`src/rtl/sram_bist_master.sv`:
```
// BIST master for the 1024x32 single-port SRAM: writes a pattern to every
// word, reads it back with one-cycle latency and reports the mismatches.
module sram_bist_master #(
   parameter int unsigned ADDR_W = 10,
   parameter int unsigned DEPTH  = 1024,
   parameter logic [31:0] SEED   = 32'hA5A55A5A
) (
   input  logic              clk,
   input  logic              reset_n,
   input  logic              start,
   input  logic              abort,
   input  logic [1:0]        pattern_sel,
   output logic              busy,
   output logic              done,
   output logic              pass,
   output logic [15:0]       err_count,
   output logic [ADDR_W-1:0] first_err_addr,
   output logic [ADDR_W-1:0] avm_address,
   output logic [3:0]        avm_byteenable,
   output logic              avm_chipselect,
   output logic              avm_write,
   output logic [31:0]       avm_writedata,
   output logic              avm_clken,
   input  logic [31:0]       avm_readdata
);

   localparam logic [31:0]       POLY = 32'h80200003;
   localparam logic [ADDR_W-1:0] LAST = ADDR_W'(DEPTH - 1);

   typedef enum logic [1:0] {
      S_IDLE,
      S_WRITE,
      S_READ,
      S_DRAIN
   } state_e;

   state_e state_q, state_d;

   logic [ADDR_W-1:0] cnt_q, cnt_d;
   logic [31:0]       lfsr_q, lfsr_d;
   logic [1:0]        pat_q, pat_d;
   logic              pv_q, pv_d;
   logic [31:0]       pexp_q, pexp_d;
   logic [ADDR_W-1:0] paddr_q, paddr_d;
   logic [15:0]       err_q, err_d;
   logic [ADDR_W-1:0] ferr_q, ferr_d;
   logic              done_q, done_d;
   logic              pass_q, pass_d;
   logic              clken_q;

   logic              accept;
   logic              is_last;
   logic              mism;
   logic [31:0]       cur_pat;

   function automatic logic [31:0] pat_f(
      input logic [1:0]        sel,
      input logic [ADDR_W-1:0] k,
      input logic [31:0]       l
   );
      logic [15:0] k16;
      k16 = 16'(k);
      unique case (sel)
         2'd0:    pat_f = {k16, k16};
         2'd1:    pat_f = k[0] ? 32'hAAAAAAAA : 32'h55555555;
         2'd2:    pat_f = l;
         default: pat_f = 32'hFFFFFFFF;
      endcase
   endfunction

   function automatic logic [31:0] lfsr_next(input logic [31:0] l);
      lfsr_next = (l >> 1) ^ (l[0] ? POLY : 32'h0);
   endfunction

   assign accept  = (state_q == S_IDLE) && start && !abort;
   assign is_last = (cnt_q == LAST);
   assign cur_pat = pat_f(pat_q, cnt_q, lfsr_q);
   assign mism    = pv_q && !abort && (avm_readdata != pexp_q);

   // state register
   always_ff @(posedge clk or negedge reset_n) begin
      if (!reset_n) begin
         state_q <= S_IDLE;
      end else begin
         state_q <= state_d;
      end
   end

   // next state
   always_comb begin
      state_d = state_q;
      unique case (state_q)
         S_IDLE: begin
            if (accept) state_d = S_WRITE;
         end
         S_WRITE: begin
            if (abort)        state_d = S_IDLE;
            else if (is_last) state_d = S_READ;
         end
         S_READ: begin
            if (abort)        state_d = S_IDLE;
            else if (is_last) state_d = S_DRAIN;
         end
         S_DRAIN: begin
            state_d = S_IDLE;
         end
         default: state_d = S_IDLE;
      endcase
   end

   // outputs toward the SRAM
   always_comb begin
      busy           = (state_q != S_IDLE);
      avm_address    = '0;
      avm_byteenable = 4'h0;
      avm_chipselect = 1'b0;
      avm_write      = 1'b0;
      avm_writedata  = 32'h0;
      unique case (state_q)
         S_WRITE: begin
            avm_address    = cnt_q;
            avm_byteenable = 4'hF;
            avm_chipselect = 1'b1;
            avm_write      = 1'b1;
            avm_writedata  = cur_pat;
         end
         S_READ: begin
            avm_address    = cnt_q;
            avm_byteenable = 4'hF;
            avm_chipselect = 1'b1;
         end
         default: ;
      endcase
   end

   always_comb begin
      cnt_d   = cnt_q;
      lfsr_d  = lfsr_q;
      pat_d   = pat_q;
      pv_d    = 1'b0;
      pexp_d  = pexp_q;
      paddr_d = paddr_q;
      err_d   = err_q;
      ferr_d  = ferr_q;
      done_d  = done_q;
      pass_d  = pass_q;

      if (accept) begin
         cnt_d  = '0;
         lfsr_d = SEED;
         pat_d  = pattern_sel;
         err_d  = 16'h0;
         ferr_d = '0;
         done_d = 1'b0;
         pass_d = 1'b0;
      end

      if (!abort && (state_q == S_WRITE || state_q == S_READ)) begin
         cnt_d  = is_last ? '0 : cnt_q + 1'b1;
         lfsr_d = lfsr_next(lfsr_q);
         // readback regenerates the same sequence from the seed
         if (state_q == S_WRITE && is_last) lfsr_d = SEED;
      end

      if (!abort && state_q == S_READ) begin
         pv_d    = 1'b1;
         pexp_d  = cur_pat;
         paddr_d = cnt_q;
      end

      if (mism) begin
         if (err_q != 16'hFFFF) err_d = err_q + 16'h1;
         if (err_q == 16'h0)    ferr_d = paddr_q;
      end

      if (abort && state_q != S_IDLE) begin
         done_d = 1'b0;
         pass_d = 1'b0;
      end else if (state_q == S_DRAIN) begin
         done_d = 1'b1;
         pass_d = (err_d == 16'h0);
      end
   end

   always_ff @(posedge clk or negedge reset_n) begin
      if (!reset_n) begin
         cnt_q   <= '0;
         lfsr_q  <= SEED;
         pat_q   <= 2'd0;
         pv_q    <= 1'b0;
         pexp_q  <= 32'h0;
         paddr_q <= '0;
         err_q   <= 16'h0;
         ferr_q  <= '0;
         done_q  <= 1'b0;
         pass_q  <= 1'b0;
         clken_q <= 1'b0;
      end else begin
         cnt_q   <= cnt_d;
         lfsr_q  <= lfsr_d;
         pat_q   <= pat_d;
         pv_q    <= pv_d;
         pexp_q  <= pexp_d;
         paddr_q <= paddr_d;
         err_q   <= err_d;
         ferr_q  <= ferr_d;
         done_q  <= done_d;
         pass_q  <= pass_d;
         clken_q <= 1'b1;
      end
   end

   assign done           = done_q;
   assign pass           = pass_q;
   assign err_count      = err_q;
   assign first_err_addr = ferr_q;
   assign avm_clken      = clken_q;

endmodule

```
`config.mk`:
```
export PLATFORM = sky130hd
export DESIGN_NAME = sram_bist_master
export DESIGN_NICKNAME = d
export VERILOG_FILES = /design/src/rtl/sram_bist_master.sv
export SDC_FILE = /design/constraint.sdc
export NUM_CORES = 1
export LEC_CHECK = 0
export ABC_AREA = 1
export ABC_CLOCK_PERIOD_IN_PS = 1800
export BUFFER_PORTS_ARGS = -buffer_cell sky130_fd_sc_hd__clkbuf_2
export CAP_MARGIN = 20
export CORE_ASPECT_RATIO = 2
export CORE_MARGIN = 2
export CORE_UTILIZATION = 35
export DETAILED_ROUTE_END_ITERATION = 10
export GPL_TIMING_DRIVEN = 0
export HOLD_SLACK_MARGIN = 0.03
export PLACE_DENSITY_LB_ADDON = 0.05
export SYNTH_ARGS = -nofsm -noshare
export SYNTH_HDL_FRONTEND = slang
export SYNTH_SLANG_ARGS = --single-unit
```
`constraint.sdc`:
```
create_clock -name clk -period 1.8 [get_ports clk]
set_clock_uncertainty 0.1 [all_clocks]
set_input_delay 0.27 -clock clk [delete_from_list [all_inputs] [get_ports clk]]
set_output_delay 0.27 -clock clk [all_outputs]
set_load 0.02 [all_outputs]
```
* Word level (Yosys, flattened, before mapping) *
Cells that the tools add are included.

cells by class
  add/sub/neg operators = 2
  reductions and logical operators = 19
  mux-type cells = 32
  equality and inequality tests = 11
  bitwise gates (word level) = 1

operator list
  kind                     number
  $mux W32                 6
  $pmux W32 S3             1
  $mux W10                 7
  $mux W16                 3
  $logic_not A16 Y1        2
  $ne A32 B32 Y1           1
  $xor A31 B32 Y32         1
  $add A16 B1 Y16 const B  1
  $ne A16 B16 Y1 const B   1
  $add A10 B1 Y10 const B  1
  $eq A10 B10 Y1 const B   1
  $mux W2                  5
  $logic_and A1 B1 Y1      8
  $mux W1                  8
  $pmux W2 S4              1
  $eq A2 B2 Y1 const B     3
  $ne A3 B3 Y1 const B     2
  $eq A2 B1 Y1 const B     2
  $logic_not A2 Y1         2
  $mux W4                  1
  $reduce_bool A2 Y1       2
  $reduce_and A3 Y1        1
  $reduce_bool A3 Y1       1
  $ne A2 B2 Y1 const B     1
  3 further kinds          3

word-level totals
  output and inout bits = 78
  bits of input ports = 38
  bits in registers = 118
  word-level logic and storage cells = 77

* Longest topological paths before layout *
Gate-level depths: netlist of the first run.

  depth in word-level cells = 9
  mapped depth = 16
  depth with buffers taken out = 16

* Worst setup path before layout of the first run *
OpenSTA, ideal clock, no wires.

  path type = register to register
  start = register state_q[0]
  end = register cnt_q[5]
  data required time = 1.581 ns
  stages on the path, launching flop included = 9
  path buffers = 1
  slack = -0.267 ns
  period minus slack after synthesis = 2.067 ns
  arrival time = 1.848 ns
  setup time = 0.119 ns
  path through = dfrtp_1 inv_1 ha_1 nand2_1 inv_1 nor2_1 clkbuf_1 o21ai_0 o21a_1

on the way
  cells in the longest elaborated chain, start to end = 4
  elaborated cells between the ends (all ways) = 9
  those cells by class = 2 x eq/ne; 1 x mux; 6 x reduce/logical

RTL lines
  element                                                           RTL line  text
  start: declaration                                                37        state_e state_q, state_d;
  start signal: assignment                                          85        state_q <= state_d;
  $eq A2 B1 Y1, or another cell as far along                        158       if (!abort && (state_q == S_WRITE || state_q == S_READ)) begin
  $logic_or A1 B1 Y1 / $logic_and A1 B1 Y1 (equally long branches)  158, 75
  $logic_and A1 B1 Y1 (on tied branches)                            158, 75
  $mux W10 / $reduce_bool A2 Y1 (equally long branches)             -
  end signal: assignment                                            199       cnt_q <= cnt_d;
  end: declaration                                                  39        logic [ADDR_W-1:0] cnt_q, cnt_d;

Parallel ways exist; a longest one is shown, timed or not.
A chain may end at the register's enable or synchronous reset.

* Worst setup path after layout of the first run *
  start = register cnt_q[0]
  end = output avm_writedata[17]

on the way
  cells in the longest elaborated chain, start to end = 3

RTL lines
  element           RTL line  text
  $mux W32          65        2'd1: pat_f = k[0] ? 32'hAAAAAAAA : 32'h55555555;
  $pmux W32 S3      63        unique case (sel)
  $mux W32          119       unique case (state_q)
  end: declaration  22        output logic [31:0] avm_writedata,

Every way passes these cells.

==> results of run 1 <==
-- worst paths after layout --
path                                endpoint  startpoint  depth (start not counted)  slack, ns
min reg2reg                        pexp_q[3]   pexp_q[3]                          2       0.40
max                        avm_writedata[17]    cnt_q[0]                          8      -0.62
max in group asynchronous       err_count[1]     reset_n                          3       0.61
max reg2reg                       lfsr_q[20]    cnt_q[0]                         14      -0.54
min in group clk                  state_q[1]       abort                          4       0.21
min                        first_err_addr[2]     reset_n                          2       0.18
-- layout make-up --
| class | instances | share of cell area |
|---|---|---|
| plain buffers | 36 | 0.0328 |
| clock buffers | 23 | 0.0444 |
| clock inverters | 9 | 0.0117 |
| inverters | 158 | 0.0592 |
| multi-input cells | 563 | 0.357 |
| flip-flops and latches | 118 | 0.278 |
| well taps | 255 | 0.0297 |
| repair buffers | 224 | 0.187 |
-- power by group through the flow --
stage | clock, W | sequential, W | combinational [W]
final | 0.00351 | 0.00492 | 0.0122
after CTS | 0.00358 | 0.00485 | 0.0104
after floorplan | 0 | 0.00462 | 0.00474
after detailed placement | 0 | 0.00481 | 0.00730
after global routing | 0.00371 | 0.00502 | 0.0130
after global placement | 0 | 0.00479 | 0.00725
-- repair_timing --
item | CTS | global route
endpoints found under the setup margin | 159 | 160
hold buffers | 3 | 0
resized for setup | 281 | 230
pin swaps | 32 | 55
buffers inserted | 75 | 35
hold endpoints to repair | 60 | 0
cloned | 7 | 3
-- critical path: stages (launching register included) --
cell and delay (ns):
dfrtp_2 0.44, buf_12 0.14, and3_4 0.14, nor2_4 0.15, buf_6 0.17, o211ai_1 0.25, nand2_1 0.13, inv_1 0.05
clkbuf_8 0.14
-- flip-flops by register name (all words and copies together) (netlist names) --
signal,cells
err_count,16
pv_q,1
done,1
lfsr_q,32
pass,1
avm_clken,1
cnt_q,10
state_q,2
pat_q,2
first_err_addr,10
pexp_q,32
paddr_q,10
-- cell families (layout without fill, tap and decap cells) --
kind of cell,after synthesis,in the layout,share of synthesized area
simple gates,381,382,0.247
buf+inv,196,450,0.117
compound gates,136,136,0.128
flops,118,118,0.445
xor+xnor,36,36,0.0472
fa+ha+maj,8,8,0.0150
other cells,1,1,0.000562
-- metal layers --
layer,global-route usage,up-vias
met5,0,-
met1,0.258,3255
met3,0.0399,64
li1,-,3261
met4,0.125,0
met2,0.475,215
-- Yosys cell counts (3+ instances only) --
library cell,count
inv_1,153
nand2_4,3
nand3_1,42
buf_2,5
a21oi_1,20
nand2_1,240
clkbuf_1,22
nand3b_1,3
buf_4,4
buf_6,3
xor2_1,11
ha_1,8
buf_1,4
nor2_1,65
nand2_2,4
nor2_2,4
xnor2_1,25
dfstp_2,16
o211ai_1,13
a32o_1,6
nand4_1,9
dfrtp_1,102
o21ai_0,64
o32ai_1,27
-- stage by stage --
step / total power (W) / setup WS, ns
2_1_floorplan: 0.00936 / -0.131
3_3_place_gp: 0.0120 / -1.93
3_5_place_dp: 0.0121 / -0.699
4_1_cts: 0.0188 / -0.512
5_1_grt: 0.0218 / -0.677
6_report: 0.0206 / -0.618
==> impl_metrics.ini, run 1 <==
[setup_path]
critical_path_required_ns = 1.43
endpoint_kind = output port
crit_arrival_ns = 2.05
critical_path_peak_fanout = 8
critical_path_start_type = flop
timing_worst_setup_path_type = reg2out

[routing]
num_vias = 6795
route.detailed.wl_per_inst_microns = 18.2
routed_wirelength_microns = 25200
routed-wl-met2_microns = 14400
highest_layer = met4
dr.first_iter.drc_count = 385
route.antenna.remaining_nets = 0
detail_route.first_pass.iterations = 5
routed-wl-met3_microns = 900
drc = 0
viasPerCell = 4.90
met1Wirelength_microns = 8810

[synth]
synth_ff_type = dfrtp_1
synthTopCellsByArea = dfrtp_1, nand2_1, inv_1, dfstp_2, o21ai_0
synth_edf_count = 0
post_synth_instance_area_sq_um = 6670
synth.yosys.seq_area_share = 0.445
postSynthCellCount = 876
ys_warn_count = 0
synth_largest_area_cell = dfrtp_1
yosysUniqueCellTypes = 42
synth_fp_nets = 922
post_synth.cell_area_avg_sq_um = 7.62
postSynth.asyncResetShare = 1.00
ys_seq_elements = 118
post-synth-top-area-fraction = 0.382

[timing]
max_freq_mhz = 414
finalWorstPathRequiredPeriod_ns = 2.42
setup-violations-final = 103
fin_tns_setup_ns = -34.85
min_period_over_period = 1.34
tightestPinTransition_ns = 0.669
finalHoldViolations = 0
fin_worst_hold_slack_ns = 0.178
worst_slew_margin_rel = 0.554
slew_viol_final = 0
grt_setup_unrepaired = yes
final.setup.worst_slack_ns = -0.618

[clock_tree]
numCtsBuffers = 17
cts_max_level = 4
clkTransAtPathRegs_ns = 0.06
clockBufferDepth = 2
worst_skew_pair.late_latency_ns = 0.42
cts_sinks = 118
cts_tree = done
root_buffer = clkbuf_16

[final_layout]
num-nets-final = 1164
design_area_sq_um = 10800
non_filler_instance_count_after_layout = 1386
area.growth.synth_to_final_pct = 61.2
layout_cells_sized_above_1 = 0.473
layout.cells.most_common = nand2_1
multi_input_area_sq_um = 3840
filler_cell_count = 1716
final-seq-area_sq_um = 2990
finalCoreUtilization = 0.574
final_cell_mix = nand2_1, inv_1, dfrtp_1, clkbuf_2, buf_4
n_antenna_cell = 0

[floorplan]
chipWidth_microns = 102
cell_row_count = 71
die_area_sq_um = 20300
boundaryPins = 116
chipHeight_microns = 199
start_util = 0.356
coreArea_sq_um = 18700

[global_route]
initial_antenna_violation_count = 0
grtUsageTotal = 0.251
grt_start_max_net_pins = 96
global_route.overflow_total = 0
wire_length_of_the_first_global_routing_pass_microns = 37700
number_of_global_route_vias_before_repair = 6914

[placement]
routability_driven_placement_congestion_ratio = 0.913
place_inst = 1247
dpl.hpwl_microns = 17400
io_buffer_count = 115
placed_area_sq_um = 7670

[pwr]
switching_power_w = 0.00887
combPwrFrac = 0.591
power.share.sequential = 0.239
total_leakage_power_nw = 5.32
cellInternalPower_w = 0.0117
power_switching_share = 0.431
power.ir.vdd_worst_v = 0.00146
power.density_nw_per_um2 = 1910
power_frac_clock = 0.170

[min_path]
hold_path_class = in2async

[run_status]
run_status = finished, violations left
failed_checks = negative setup slack

[flow_run]
cap_violations = 0
No activity file was read; power rests on OpenSTA's default activity.
==> run 2, diff against run 1 <==
- ABC_CLOCK_PERIOD_IN_PS: 1800 -> 2300
- clock period: 1.8 -> 2.3 ns (I/O delays scaled with it)
==> run 2 against run 1 <==
Compared with the run above: the flow still finishes with violations (negative setup slack); global-route usage fell by 0.87 points; final area shrank 15%; power fell by 35%; sequential power fell by 23%; sequential cell count stayed put; core utilization decreased by 8.6 points; first-iteration DRC count fell by 44%; setup slack improved by 0.56 ns; count of clock-buffer cells in the layout shrank 2; sequential share of layout area is 4.7 points higher; critical endpoint is now avm_writedata[21]; highest routed layer unchanged.
==> impl_metrics.ini, run 2 (synthesized netlist as in run 1, its figures left out) <==
[final_layout]
num-nets-final = 1102
layout.cells.most_common = nand2_1
layout_cells_sized_above_1 = 0.308
design_area_sq_um = 9160
area.growth.synth_to_final_pct = 37.2
filler_cell_count = 1907
n_antenna_cell = 0
final_cell_mix = nand2_1, inv_1, clkbuf_2, dfrtp_1, o21ai_0

[clock_tree]
root_buffer = clkbuf_16
numCtsBuffers = 17
clockBufferDepth = 2
clkTransAtPathRegs_ns = 0.05
cts_max_level = 4
cts_tree = done
worst_skew_pair.late_latency_ns = 0.41
cts_sinks = 118

[global_route]
number_of_global_route_vias_before_repair = 6546
grtUsageTotal = 0.242
wire_length_of_the_first_global_routing_pass_microns = 36200
grt_start_max_net_pins = 89
initial_antenna_violation_count = 0
global_route.overflow_total = 0

[setup_path]
critPathBufInv = 5
timing_worst_setup_path_type = reg2out
critical_path_start_type = flop
critical_path_required_ns = 1.86
slowest_delay_ns = 0.35
critical_path_peak_fanout = 7
crit_chain = buf_6 > inv_4 > and3_4 > nor2_4 > clkinv_4 > a21oi_4 > o21ai_2 > nand2_1 > inv_1 > clkbuf_2
endpoint_kind = output port
critPathTopFamily = buffers and inverters
cpMaxStageDelayCell = dfrtp_1
crit_arrival_ns = 1.91

[timing]
final.setup.worst_slack_ns = -0.0587
finalHoldViolations = 0
tightestPinTransition_ns = 0.648
max_freq_mhz = 424
grt_setup_unrepaired = yes
setup-violations-final = 11
slew_viol_final = 0
finalWorstPathRequiredPeriod_ns = 2.36
min_period_over_period = 1.03
worst_slew_margin_rel = 0.568

[pwr]
design_power_total_w = 0.0135
power.ir.vdd_worst_v = 0.000884
total_leakage_power_nw = 4.75
power.density_nw_per_um2 = 1470
power_switching_share = 0.447
cellInternalPower_w = 0.00744
power_frac_clock = 0.196
power.share.sequential = 0.280
combPwrFrac = 0.524
switching_power_w = 0.00602

[placement]
routability_driven_placement_congestion_ratio = 0.902
dpl.hpwl_microns = 17600
placed_area_sq_um = 7600
io_buffer_count = 115

[floorplan]
chipWidth_microns = 102
chipHeight_microns = 199
die_area_sq_um = 20300
coreArea_sq_um = 18700
boundaryPins = 116
cell_row_count = 71
start_util = 0.356

[routing]
num_vias = 6335
detail_route.first_pass.iterations = 4
dr.first_iter.drc_count = 215
drc = 0
routed_wirelength_microns = 23400
viasPerCell = 4.78
route.antenna.remaining_nets = 0
route.detailed.wl_per_inst_microns = 17.7

[run_status]
run_status = finished, violations left
failed_checks = negative setup slack

[flow_run]
cap_violations = 0

[min_path]
hold_path_class = in2reg
[run 2: metal layers]
metal / share of wire / GRT usage / vias up / wire (microns)
li1: - / - / 3134 / -
met5: 0 / 0 / - / 0
met4: 0.035 / 0.126 / 0 / 828
met2: 0.58 / 0.462 / 163 / 13500
met1: 0.36 / 0.248 / 3003 / 8410
met3: 0.030 / 0.0297 / 35 / 703
[run 2: cell type report]
cell class / count / area (sq um) / share of cell area
Buffer: 37 / 251 / 0.0275
Multi-Input combinational cell: 563 / 3260 / 0.356
Clock buffer: 21 / 460 / 0.0503
Timing Repair Buffer: 161 / 1140 / 0.125
Inverter: 158 / 619 / 0.0677
Tap cell: 255 / 319 / 0.0349
Clock inverter: 11 / 126 / 0.0138
Sequential cell: 118 / 2980 / 0.326
[run 2: worst reg2reg max path, delay by kind of cell (launching register included)]
kind,cells,cell delay (ns)
compound gates,1,0.07
flops,1,0.48
simple gates,7,0.92
buf+inv,3,0.37
fa+ha+maj,1,0.19
[run 2: timing repair]
action / in CTS / in global routing
hold buffers: 1 / 0
hold endpoints to repair: 30 / 0
buffers inserted: 19 / 22
pin swaps: 14 / 25
gates cloned: 2 / 2
resized for setup: 96 / 88
setup endpoints to repair: 110 / 104
[run 2: worst paths after layout]
path                       cells after the start           endpoint  slack [ns]           start
min in group asynchronous                      2  first_err_addr[0]        0.28         reset_n
max in group asynchronous                      3       err_count[1]        1.04         reset_n
min reg2reg                                    2          pexp_q[9]        0.40       pexp_q[9]
min                                            3           pat_q[0]        0.07  pattern_sel[0]
max                                           10  avm_writedata[21]       -0.06        pat_q[1]
max reg2reg                                   12          lfsr_q[2]        0.02        cnt_q[0]
[run 2: power by group through the flow]
| stage | sequential (W) | clock [W] | combinational (W) |
|---|---|---|---|
| final | 0.00377 | 0.00264 | 0.00705 |
| after global routing | 0.00387 | 0.00280 | 0.00770 |
| after CTS | 0.00374 | 0.00270 | 0.00655 |
| after detailed placement | 0.00374 | 0 | 0.00560 |
| after global placement | 0.00374 | 0 | 0.00557 |
| after floorplan | 0.00361 | 0 | 0.00361 |
[run 2: stage by stage]
step | TNS, ns | hold slack [ns] | setup slack (ns) | util | instances
2_1_floorplan | 0 | -0.0506 | 0.233 | - | 876
4_1_cts | -0.578 | 0.0512 | -0.0581 | 0.462 | 1301
3_5_place_dp | -17.43 | 0.160 | -0.484 | 0.406 | 1247
3_3_place_gp | -151.63 | 0.385 | -1.27 | 0.404 | 1246
6_report | -0.249 | 0.0702 | -0.0587 | 0.488 | 1324
5_1_grt | -4.03 | 0.0680 | -0.143 | 0.488 | 1324
==> run 3, diff against run 2 <==
- ABC_AREA: 1 -> 0
- ABC_CLOCK_PERIOD_IN_PS: 2300 -> 2600
- RECOVER_POWER: unset -> 100
- clock period: 2.3 -> 2.6 ns (I/O delays scaled with it)
==> run 3 against run 2 <==
Compared with the run above: the run still ends with negative setup slack left; global-route usage down 1.1 points; power fell by 26%; clock power down 11%; die area decreased by 9.8%; sequential cell count unchanged; non-clock buffer count is 30 lower; count of clock-buffer cells in the layout fell by 2; combinational power shrank 35%; area after synthesis shrank 10%; critical path type is now reg2reg; critical endpoint is now pass; largest power group unchanged.
==> impl_metrics.ini, run 3 <==
[timing]
setup-violations-final = 2
finalWorstPathRequiredPeriod_ns = 2.92
worst_slew_margin_rel = 0.267
grt_setup_unrepaired = yes
fin_worst_hold_slack_ns = 0.0931
min_period_over_period = 1.12
tightestPinTransition_ns = 1.10
finalHoldViolations = 0
max_freq_mhz = 343
slew_viol_final = 0
final.setup.worst_slack_ns = -0.318

[global_route]
wire_length_of_the_first_global_routing_pass_microns = 31300
global_route.overflow_total = 0
grtUsageTotal = 0.231
initial_antenna_violation_count = 0
grt_start_max_net_pins = 100
number_of_global_route_vias_before_repair = 5728

[min_path]
timing.hold.worst.start = pattern_sel[0]
timing.hold.worst_path_depth = 3
min_delay_worst_endpoint = pat_q[0]
hold_path_class = in2reg

[final_layout]
layout_cells_sized_above_1 = 0.264
num-nets-final = 858
filler_cell_count = 1719
design_area_sq_um = 7690
layout.cells.most_common = clkbuf_2
non_filler_instance_count_after_layout = 1032
n_antenna_cell = 0
area.growth.synth_to_final_pct = 28.2
final_cell_mix = clkbuf_2, dfrtp_1, nand2_1, o21ai_0, nor2_1
final-seq-area_sq_um = 2980
multi_input_area_sq_um = 2870

[run_status]
failed_checks = negative setup slack
run_status = finished, violations left

[synth]
synth.yosys.seq_area_share = 0.496
synth_largest_area_cell = dfrtp_1
ys_seq_elements = 118
synth_fp_nets = 710
ys_warn_count = 0
yosysUniqueCellTypes = 51
post_synth.cell_area_avg_sq_um = 9.03
post_synth_instance_area_sq_um = 6000
postSynth.asyncResetShare = 1.00
yosysMostFrequentCell = dfrtp_1
synth_ff_type = dfrtp_1
synthTopCellsByArea = dfrtp_1, o21ai_0, dfstp_2, nand2_1, xnor2_1
postSynthCellCount = 664
most_frequent_cells_after_synthesis = dfrtp_1, o21ai_0, nand2_1, nor2_1, a21oi_1
synth_edf_count = 0
post-synth-top-area-fraction = 0.426

[floorplan]
chipWidth_microns = 96.6
chipHeight_microns = 189
cell_row_count = 67
die_area_sq_um = 18300
start_util = 0.358
coreArea_sq_um = 16800
boundaryPins = 116

[setup_path]
endpoint_kind = flop
rr_worst_depth = 10
rr_endpoint = pass
critical_path_required_ns = 2.83
critical_path_start_type = flop
setup.reg_to_reg.worst_slack_ns = -0.32
timing_worst_setup_path_type = reg2reg
critical_path_peak_fanout = 5
crit_arrival_ns = 3.15
timing.rr.start = pexp_q[4]

[pwr]
cellInternalPower_w = 0.00550
design_power_total_w = 0.00990
power.share.sequential = 0.301
combPwrFrac = 0.463
power_switching_share = 0.444
switching_power_w = 0.00440
power.density_nw_per_um2 = 1290
power_frac_clock = 0.237
total_leakage_power_nw = 3.61
power.ir.vdd_worst_v = 0.000640

[routing]
dr.first_iter.drc_count = 236
drc = 0
detail_route.first_pass.iterations = 4
routed_wirelength_microns = 20200
route.antenna.remaining_nets = 0
viasPerCell = 5.34
num_vias = 5513
route.detailed.wl_per_inst_microns = 19.6

[placement]
io_buffer_count = 115
dpl_worst_slack_ns = -0.669
routability_driven_placement_congestion_ratio = 0.880
placed_area_sq_um = 6910
dpl.hpwl_microns = 15100
place_inst = 987

[clock_tree]
cts_sinks = 118
clkTransAtPathRegs_ns = 0.06
worst_skew_pair.late_latency_ns = 0.42
numCtsBuffers = 17
cts_max_level = 4
clockBufferDepth = 2
cts_tree = done
root_buffer = clkbuf_16

[flow_run]
cap_violations = 0
[run 3: worst max path at each step]
stage / slack, ns / from / end
2_1_floorplan: -0.06 / err_count[7] / pass
3_3_place_gp: -1.13 / reset_n / err_count[8]
3_5_place_dp: -0.67 / avm_readdata[9] / pass
4_1_cts: -0.23 / pexp_q[5] / pass
5_1_grt: -0.40 / pexp_q[4] / pass
6_report: -0.32 / pexp_q[4] / pass
[run 3: metal layers]
metal  global-route usage  wire, microns
met1                0.239           7300
met2                0.432          11400
met3               0.0330            665
met4                0.116            822
met5                    0              0
[run 3: worst max-delay path, stage by stage, from the launching register on]
cell     delay, ns
dfrtp_1       0.44
xnor2_1       0.18
nand4_1       0.19
nor4_4        0.42
a21oi_4       0.14
nand2_4       0.13
buf_8         0.11
nand2_1       0.07
a32o_1        0.27
or4_4         0.55
o31ai_4       0.25
[run 3: repair_timing]
item | in CTS | in global routing
setup endpoints to repair | 66 | 68
resized for setup | 40 | 29
endpoints found under the hold margin | 19 | 0
hold buffers | 1 | 0
pin swaps | 11 | 6
setup buffers | 8 | 5
[run 3: metrics by stage]
step                setup TNS [ns]  utilization
finish                      -0.320        0.459
global route                 -7.59        0.459
CTS                         -0.232        0.458
detailed placement           -8.32        0.412
global placement            -99.50        0.410
floorplan                  -0.0580            -
[run 3: cell type report]
cell class              count  share of cell area
flip-flops and latches    118               0.388
multi-input cells         474               0.373
inverters                  33              0.0161
clock buffers              19              0.0576
well taps                 207              0.0337
clock inverters            13              0.0195
plain buffers              38              0.0270
repair buffers            130              0.0859
[run 3: kinds of logic after synthesis]
kind of cell             count (synthesis)  share of synthesized area
multiplexers                            13                     0.0242
XOR/XNOR                                36                     0.0526
flip-flops                             118                      0.496
buffers and inverters                   72                     0.0494
AND/OR/NAND/NOR                        226                      0.176
other                                    1                   0.000625
AO/OA/AOI/OAI                          190                      0.185
adder cells (fa/ha/maj)                  8                     0.0167
[run 3: power groups by stage]
stage / registers, W / clock network (W) / logic (W)
2_1_floorplan: 0.00286 / 0 / 0.00286
3_3_place_gp: 0.00298 / 0 / 0.00434
3_5_place_dp: 0.00299 / 0 / 0.00441
4_1_cts: 0.00298 / 0.00240 / 0.00454
5_1_grt: 0.00304 / 0.00247 / 0.00505
6_report: 0.00298 / 0.00234 / 0.00458
